### src/rtl/ps2_line_editor.sv
// rtl/ps2_line_editor.sv - PS/2 deframer, Set-2 decoder and line buffer with valid/ready line handoff
module ps2_line_editor #(
  parameter int MAX_CHARS      = 32,
  parameter int CHAR_W         = 8,
  parameter int TIMEOUT_CYCLES = 100000,
  parameter int LEN_W          = $clog2(MAX_CHARS + 1)
) (
  input  logic                        clk_in,
  input  logic                        rst_in,
  input  logic                        ps2_clk_in,
  input  logic                        ps2_data_in,
  output logic                        key_valid_out,
  output logic [CHAR_W-1:0]           char_out,
  output logic                        bksp_out,
  output logic                        overflow_out,
  output logic                        frame_err_out,
  output logic                        line_valid_out,
  input  logic                        line_ready_in,
  output logic [MAX_CHARS*CHAR_W-1:0] line_out,
  output logic [LEN_W-1:0]            line_len_out
);

  localparam int TO_W = $clog2(TIMEOUT_CYCLES + 1);

  typedef enum logic [1:0] {RX_IDLE, RX_DATA, RX_PARITY, RX_STOP} rx_state_t;
  typedef enum logic {LB_EDIT, LB_LOCKED} lb_state_t;

  logic [2:0]              r_clk_sync;
  logic [1:0]              r_dat_sync;
  logic                    r_fall;
  logic                    r_bit;
  rx_state_t               r_rx_state;
  rx_state_t               w_rx_next;
  logic [7:0]              r_rx_sr;
  logic [2:0]              r_rx_cnt;
  logic                    r_rx_par;
  logic [TO_W-1:0]         r_to_cnt;
  logic                    w_timeout;
  logic                    w_stb;
  logic                    w_err;
  logic                    r_stb;
  logic [7:0]              r_byte;
  logic                    r_ferr;
  logic                    r_brk;
  logic                    r_ext;
  logic                    r_shift;
  logic [6:0]              w_code;
  logic                    w_letter;
  logic                    w_printable;
  logic                    w_enter;
  logic                    w_bksp;
  logic [CHAR_W-1:0]       w_char;
  lb_state_t               r_lb_state;
  lb_state_t               w_lb_next;
  logic [LEN_W-1:0]        r_len;
  logic [MAX_CHARS*CHAR_W-1:0] r_line;
  logic                    r_key;
  logic [CHAR_W-1:0]       r_char;
  logic                    r_bksp;
  logic                    r_ovf;
  logic                    w_full;

  // Sync FFs reset high so a reset never manufactures a clock fall.
  always_ff @(posedge clk_in) begin
    if (!rst_in) begin
      r_clk_sync <= 3'b111;
      r_dat_sync <= 2'b11;
      r_fall     <= 1'b0;
      r_bit      <= 1'b1;
    end else begin
      r_clk_sync <= {r_clk_sync[1:0], ps2_clk_in};
      r_dat_sync <= {r_dat_sync[0], ps2_data_in};
      r_fall     <= r_clk_sync[2] & ~r_clk_sync[1];
      r_bit      <= r_dat_sync[1];
    end
  end

  assign w_timeout = (r_rx_state != RX_IDLE) && !r_fall &&
                     (r_to_cnt == TO_W'(TIMEOUT_CYCLES - 1));

  always_comb begin
    w_rx_next = r_rx_state;
    w_stb     = 1'b0;
    w_err     = 1'b0;
    case (r_rx_state)
      RX_IDLE: begin
        if (r_fall) begin
          if (!r_bit) w_rx_next = RX_DATA;
          else        w_err     = 1'b1;
        end
      end
      RX_DATA: begin
        if (r_fall && (r_rx_cnt == 3'd7)) w_rx_next = RX_PARITY;
      end
      RX_PARITY: begin
        if (r_fall) w_rx_next = RX_STOP;
      end
      RX_STOP: begin
        if (r_fall) begin
          w_rx_next = RX_IDLE;
          if (r_bit && (^{r_rx_par, r_rx_sr})) w_stb = 1'b1;
          else                                 w_err = 1'b1;
        end
      end
      default: w_rx_next = RX_IDLE;
    endcase
    if (w_timeout) begin
      w_rx_next = RX_IDLE;
      w_err     = 1'b1;
    end
  end

  always_ff @(posedge clk_in) begin
    if (!rst_in) begin
      r_rx_state <= RX_IDLE;
      r_rx_sr    <= 8'h00;
      r_rx_cnt   <= 3'd0;
      r_rx_par   <= 1'b0;
      r_to_cnt   <= '0;
      r_stb      <= 1'b0;
      r_byte     <= 8'h00;
      r_ferr     <= 1'b0;
    end else begin
      r_rx_state <= w_rx_next;
      r_stb      <= w_stb;
      r_ferr     <= w_err;
      if (w_stb) r_byte <= r_rx_sr;
      if ((r_rx_state == RX_IDLE) || r_fall) r_to_cnt <= '0;
      else                                   r_to_cnt <= r_to_cnt + TO_W'(1);
      if (r_fall) begin
        case (r_rx_state)
          RX_IDLE:   r_rx_cnt <= 3'd0;
          RX_DATA: begin
            r_rx_sr  <= {r_bit, r_rx_sr[7:1]};
            r_rx_cnt <= r_rx_cnt + 3'd1;
          end
          RX_PARITY: r_rx_par <= r_bit;
          default:   r_rx_cnt <= 3'd0;
        endcase
      end
    end
  end

  always_comb begin
    w_code      = 7'h00;
    w_letter    = 1'b0;
    w_printable = 1'b0;
    w_enter     = 1'b0;
    w_bksp      = 1'b0;
    if (r_stb && !r_brk && (r_byte != 8'hF0) && (r_byte != 8'hE0) &&
        (r_byte != 8'h12) && (r_byte != 8'h59)) begin
      if (r_ext) begin
        w_enter = (r_byte == 8'h5A);
      end else begin
        case (r_byte)
          8'h5A: w_enter = 1'b1;
          8'h66: w_bksp  = 1'b1;
          8'h1C: begin w_code = 7'h61; w_letter = 1'b1; end
          8'h32: begin w_code = 7'h62; w_letter = 1'b1; end
          8'h21: begin w_code = 7'h63; w_letter = 1'b1; end
          8'h23: begin w_code = 7'h64; w_letter = 1'b1; end
          8'h24: begin w_code = 7'h65; w_letter = 1'b1; end
          8'h2B: begin w_code = 7'h66; w_letter = 1'b1; end
          8'h34: begin w_code = 7'h67; w_letter = 1'b1; end
          8'h33: begin w_code = 7'h68; w_letter = 1'b1; end
          8'h43: begin w_code = 7'h69; w_letter = 1'b1; end
          8'h3B: begin w_code = 7'h6A; w_letter = 1'b1; end
          8'h42: begin w_code = 7'h6B; w_letter = 1'b1; end
          8'h4B: begin w_code = 7'h6C; w_letter = 1'b1; end
          8'h3A: begin w_code = 7'h6D; w_letter = 1'b1; end
          8'h31: begin w_code = 7'h6E; w_letter = 1'b1; end
          8'h44: begin w_code = 7'h6F; w_letter = 1'b1; end
          8'h4D: begin w_code = 7'h70; w_letter = 1'b1; end
          8'h15: begin w_code = 7'h71; w_letter = 1'b1; end
          8'h2D: begin w_code = 7'h72; w_letter = 1'b1; end
          8'h1B: begin w_code = 7'h73; w_letter = 1'b1; end
          8'h2C: begin w_code = 7'h74; w_letter = 1'b1; end
          8'h3C: begin w_code = 7'h75; w_letter = 1'b1; end
          8'h2A: begin w_code = 7'h76; w_letter = 1'b1; end
          8'h1D: begin w_code = 7'h77; w_letter = 1'b1; end
          8'h22: begin w_code = 7'h78; w_letter = 1'b1; end
          8'h35: begin w_code = 7'h79; w_letter = 1'b1; end
          8'h1A: begin w_code = 7'h7A; w_letter = 1'b1; end
          8'h16: begin w_code = 7'h31; w_printable = 1'b1; end
          8'h1E: begin w_code = 7'h32; w_printable = 1'b1; end
          8'h26: begin w_code = 7'h33; w_printable = 1'b1; end
          8'h25: begin w_code = 7'h34; w_printable = 1'b1; end
          8'h2E: begin w_code = 7'h35; w_printable = 1'b1; end
          8'h36: begin w_code = 7'h36; w_printable = 1'b1; end
          8'h3D: begin w_code = 7'h37; w_printable = 1'b1; end
          8'h3E: begin w_code = 7'h38; w_printable = 1'b1; end
          8'h46: begin w_code = 7'h39; w_printable = 1'b1; end
          8'h45: begin w_code = 7'h30; w_printable = 1'b1; end
          8'h29: begin w_code = 7'h20; w_printable = 1'b1; end
          8'h41: begin w_code = 7'h2C; w_printable = 1'b1; end
          8'h49: begin w_code = 7'h2E; w_printable = 1'b1; end
          default: w_code = 7'h00;
        endcase
        if (w_letter) begin
          w_printable = 1'b1;
          if (r_shift) w_code = w_code - 7'h20;
        end
      end
    end
  end

  assign w_char = {{(CHAR_W - 7){1'b0}}, w_code};

  // Prefix flags live until the next non-prefix byte has been consumed.
  always_ff @(posedge clk_in) begin
    if (!rst_in) begin
      r_brk   <= 1'b0;
      r_ext   <= 1'b0;
      r_shift <= 1'b0;
    end else if (r_stb) begin
      if (r_byte == 8'hF0) begin
        r_brk <= 1'b1;
      end else if (r_byte == 8'hE0) begin
        r_ext <= 1'b1;
      end else begin
        r_brk <= 1'b0;
        r_ext <= 1'b0;
        if ((r_byte == 8'h12) || (r_byte == 8'h59)) r_shift <= ~r_brk;
      end
    end
  end

  always_comb begin
    w_lb_next = r_lb_state;
    case (r_lb_state)
      LB_EDIT:   if (w_enter)       w_lb_next = LB_LOCKED;
      LB_LOCKED: if (line_ready_in) w_lb_next = LB_EDIT;
      default:   w_lb_next = LB_EDIT;
    endcase
  end

  assign w_full = (r_len == LEN_W'(MAX_CHARS));

  always_ff @(posedge clk_in) begin
    if (!rst_in) begin
      r_lb_state <= LB_EDIT;
      r_len      <= '0;
      r_line     <= '0;
      r_key      <= 1'b0;
      r_char     <= '0;
      r_bksp     <= 1'b0;
      r_ovf      <= 1'b0;
    end else begin
      r_lb_state <= w_lb_next;
      r_key      <= 1'b0;
      r_char     <= '0;
      r_bksp     <= 1'b0;
      r_ovf      <= 1'b0;
      if (r_lb_state == LB_LOCKED) begin
        if (w_printable) r_ovf <= 1'b1;
        if (line_ready_in) begin
          r_len  <= '0;
          r_line <= '0;
        end
      end else if (w_printable) begin
        if (w_full) begin
          r_ovf <= 1'b1;
        end else begin
          for (int i = 0; i < MAX_CHARS; i++)
            if (i == int'(r_len)) r_line[i*CHAR_W +: CHAR_W] <= w_char;
          r_len  <= r_len + LEN_W'(1);
          r_key  <= 1'b1;
          r_char <= w_char;
        end
      end else if (w_bksp && (r_len != '0)) begin
        for (int i = 0; i < MAX_CHARS; i++)
          if (i + 1 == int'(r_len)) r_line[i*CHAR_W +: CHAR_W] <= '0;
        r_len  <= r_len - LEN_W'(1);
        r_bksp <= 1'b1;
      end
    end
  end

  assign key_valid_out  = r_key;
  assign char_out       = r_char;
  assign bksp_out       = r_bksp;
  assign overflow_out   = r_ovf;
  assign frame_err_out  = r_ferr;
  assign line_valid_out = (r_lb_state == LB_LOCKED);
  assign line_out       = r_line;
  assign line_len_out   = r_len;

endmodule

### config.mk
export PLATFORM = sky130hd
export DESIGN_NAME = ps2_line_editor
export DESIGN_NICKNAME = d
export VERILOG_FILES = /design/src/rtl/ps2_line_editor.sv
export SDC_FILE = /design/constraint.sdc
export NUM_CORES = 1
export LEC_CHECK = 0
export ABC_AREA = 0
export CORE_MARGIN = 1.5
export CORE_UTILIZATION = 45
export DETAILED_ROUTE_END_ITERATION = 6
export GPL_TIMING_DRIVEN = 0
export PLACE_DENSITY = 0.73
export SYNTH_ARGS = -nofsm -noshare
export SYNTH_HDL_FRONTEND = slang
export SYNTH_SLANG_ARGS = --single-unit
### constraint.sdc
create_clock -name clk_in -period 4.5 [get_ports clk_in]
set_input_delay 0.675 -clock clk_in [delete_from_list [all_inputs] [get_ports clk_in]]
set_output_delay 0.675 -clock clk_in [all_outputs]
set_load 0.03 [all_outputs]
==> summary.txt <==
Global route
  – Initial antenna violation count: 0
  – Gr usage total: 27.51%
  – Met2 Use GR: 43.55%
  – Number of global-route vias before repair: 10632
  – Largest net degree at the start of global routing: 16
  – GRT busiest layer: met2
  – First-pass GRT wire length: 61.40 mm
  – Met1 GRT Util: 36.18%
  – Total gr overflow: 0
  – Global routing usage on met3: 8.016%

Power
  – Switch Pwr: 0.001109 W
  – Switching share of total power: 22.02%
  – Int Power: 0.003928 W
  – Leak: 5.872 nW
  – Sequential power share: 51.4%
  – Gate power share: 2.4%
  – Peak supply drop: 236.5 uV
  – Power Dens Cells: 311.9 nW/um^2
  – Clock power frac: 46.2%

Yosys
  – Post-synth EDFFs: 0
  – Synthesized cell area: 12220 um^2
  – Main synth FF type: dfxtp_1
  – Largest cells by area after synthesis: dfxtp_1 48%, mux2i_1 7.7%, nand2_1 6.9%
  – Post-synth top cells: 292 x dfxtp_1, 224 x nand2_1, 94 x mux2i_1
  – Syn_area_per_cell: 9.247 um^2
  – Synthesis-stage register bit count: 292
  – Largest area contributor in the synthesized netlist: dfxtp_1
  – Count leader, synth: dfxtp_1
  – Yosys top cell area share: 47.82%
  – Yosys warning count: 0
  – Post-Syn Instances: 1322
  – Post-synth ARST share: 0%
  – Seq/Total Area, Yosys: 47.82%
  – Library cells used by synthesis: 78

Floorplan
  – Site Rows: 60
  – # IOs: 280
  – Area of the core: 26800 um^2
  – Starting Density: 45.61%
  – Chip height: 167.8 um
  – Die X: 167.8 um
  – Full die area: 28160 um^2

Final layout
  – Nets: 1649
  – Layout cell share with drive strength beyond 1: 9.135%
  – Fillers: 2332
  – Synth-to-Final Area Change: 32.12%
  – Register Area: 5846 um^2
  – Multi-input logic area: 5821 um^2
  – Fin util: 60.26%
  – # diodes: 0

Place
  – Count of input and output buffers: 246
  – Hpwl dp: 29.23 mm
  – Final GP Congestion: 0.9236

Routing
  – Drt pass-1 iters: 6
  – DR vias/cell: 5.632
  – Via count: 11230
  – DRC viols: 0
  – DR WL/cell: 20.09 um
  – Final ANT Viol Nets: 0
  – Starting DRT DRC Count: 961
  – Final wirelength: 40.06 mm

Worst setup path
  – Worst setup SP type: register
  – CP max FO: 10
  – Arr. time, crit path: 4.54 ns
  – CP Class: reg -> reg
  – CP Capture Type: register
  – Worst path required time: 4.94 ns

Run
  – Max_cap viols: 0

Timing
  – Max Slew Vio Count: 0
  – RSZ-0062 raised after global routing: false
  – Final Cycle Share: 90.99%
  – Clk_skew: 0.02123 ns
  – Slew @ Worst Pin: 1.363 ns
  – Setup TNS: 0 ns
  – Rel. slew slack: 8.763%
  – Final Hold Viols: 0
  – Final setup fails: 0
  – Fin crit period: 4.095 ns
  – F_max: 244.2 MHz

Clocking
  – Root Buffer: clkbuf_16
  – Clk buf depth: 3
  – Post-cts hold buffer count: 0
  – CTS H-tree depth: 1
  – Worst-skew pair later-pin latency: 0.57 ns
  – CTS tree: built
  – CTS sink cnt: 292
  – Post-CTS Setup Repair Bufs: 0
  – Resized cells post-CTS: 0
  – Num CTS Buffers: 29
  – Register clock-pin slew on the reported worst setup and hold paths: 0.06 ns

Worst hold path
  – Hold WC Path Type: reg -> reg

Run status
  – Status: completed
==> per-stage QoR <==
step / hold slack, ns / worst slack (ns) / area [um^2] / cells / power [W]
floorplan: 0.3863 / 1.165 / 12340 / 1354 / 0.002741
global placement: 0.3943 / 0.05281 / 15230 / 1941 / 0.002765
detailed placement: 0.3951 / 0.5050 / 15250 / 1942 / 0.002766
CTS: 0.4086 / 0.4707 / 16150 / 1994 / 0.005054
global route: 0.4319 / 0.1707 / 16150 / 1994 / 0.005177
finish: 0.4048 / 0.4053 / 16150 / 1994 / 0.005037
==> routing by layer <==
layer | up-vias | share of wire [%]
li1 | 5254 | -
met4 | 0 | 3.1
met5 | - | 0
met3 | 71 | 10
met2 | 523 | 44
met1 | 5382 | 43
==> flip-flops by register name (all words and copies together) (netlist names), 3 cells and up <==
name          count
line_len_out      6
line_out        224
char_out          7
r_rx_sr           8
r_rx_cnt          3
r_to_cnt         17
r_clk_sync        3
r_byte            8
==> worst max-delay path: stages (launching register included) <==
cell      delay, ns
dfxtp_1        0.40
buf_2          0.26
buf_1          0.43
nor2_1         0.21
o211ai_1       0.13
nand4b_1       0.31
or4_1          0.56
clkbuf_1       0.21
o211ai_1       0.66
nor2_1         0.46
a32o_1         0.35
==> cell families (layout without fill, tap and decap cells) <==
group                      after synthesis  after routing  share of synthesized area (%)
buffers and inverters                  135            434                          5.609
xor gates and xnor gates                27             27                          1.996
other                                    1             33                        0.03068
AOI/OAI and AO/OA                      287            287                          16.65
and+or+nand+nor                        473            473                          18.81
adders and majority gates               12             12                          1.290
muxes                                   95             95                          7.789
DFF                                    292            292                          47.82
==> cells in the final DEF (no fill, tap or decap), types with 6 or more instances in the layout <==
cell type / netlist / routed
xor2_1: 11 / 11
nand2b_1: 26 / 26
o22ai_1: 67 / 67
dfxtp_1: 292 / 292
inv_1: 17 / 17
a2bb2o_2: 12 / 12
buf_4: 38 / 39
buf_2: 17 / 17
nor2_1: 80 / 80
o21ai_1: 8 / 8
clkbuf_8: 0 / 7
o21ai_2: 7 / 7
nand4_1: 6 / 6
clkbuf_16: 0 / 29
a21oi_1: 45 / 45
nand3_1: 30 / 30
o2bb2ai_1: 8 / 8
clkdlybuf4s50_1: 0 / 246
o211ai_1: 23 / 23
clkbuf_1: 55 / 67
nor2b_1: 8 / 8
or3_1: 7 / 7
xnor2_1: 15 / 15
nand2_1: 224 / 224
ha_1: 11 / 11
nor3_1: 29 / 29
mux2i_1: 94 / 94
a22o_1: 35 / 35
conb_1: 1 / 33
o21ai_0: 38 / 38
==> power by group through the flow <==
stage | Combinational, W | Clock (W) | Sequential, W
after floorplan | 0.0000953 | 0 | 0.00265
after global placement | 0.000120 | 0 | 0.00265
after detailed placement | 0.000121 | 0 | 0.00265
after CTS | 0.000121 | 0.00234 | 0.00259
after global routing | 0.000131 | 0.00246 | 0.00259
final | 0.000123 | 0.00233 | 0.00259
==> worst paths after layout <==
check	slack [ns]	endpoint	from	depth (start not counted)
min reg2reg	0.40	r_bit$_SDFF_PN1_	r_dat_sync[1]$_SDFF_PN1_	1
max reg2reg	0.41	line_out[21]$_SDFFE_PN0P_	r_byte[7]$_SDFFE_PN0P_	10
min	0.40	r_bit$_SDFF_PN1_	r_dat_sync[1]$_SDFF_PN1_	1
max	0.41	line_out[21]$_SDFFE_PN0P_	r_byte[7]$_SDFFE_PN0P_	10
==> cell type report <==
type,count,area share [%]
clock inverter,4,0.2169
clock buffer,48,5.369
sequential,292,36.19
inverter,18,0.4183
tap,341,2.642
multi-input combinational,927,36.04
timing repair buffer,247,15.29
buffer,117,3.827
(Power assumes the default switching activity.)
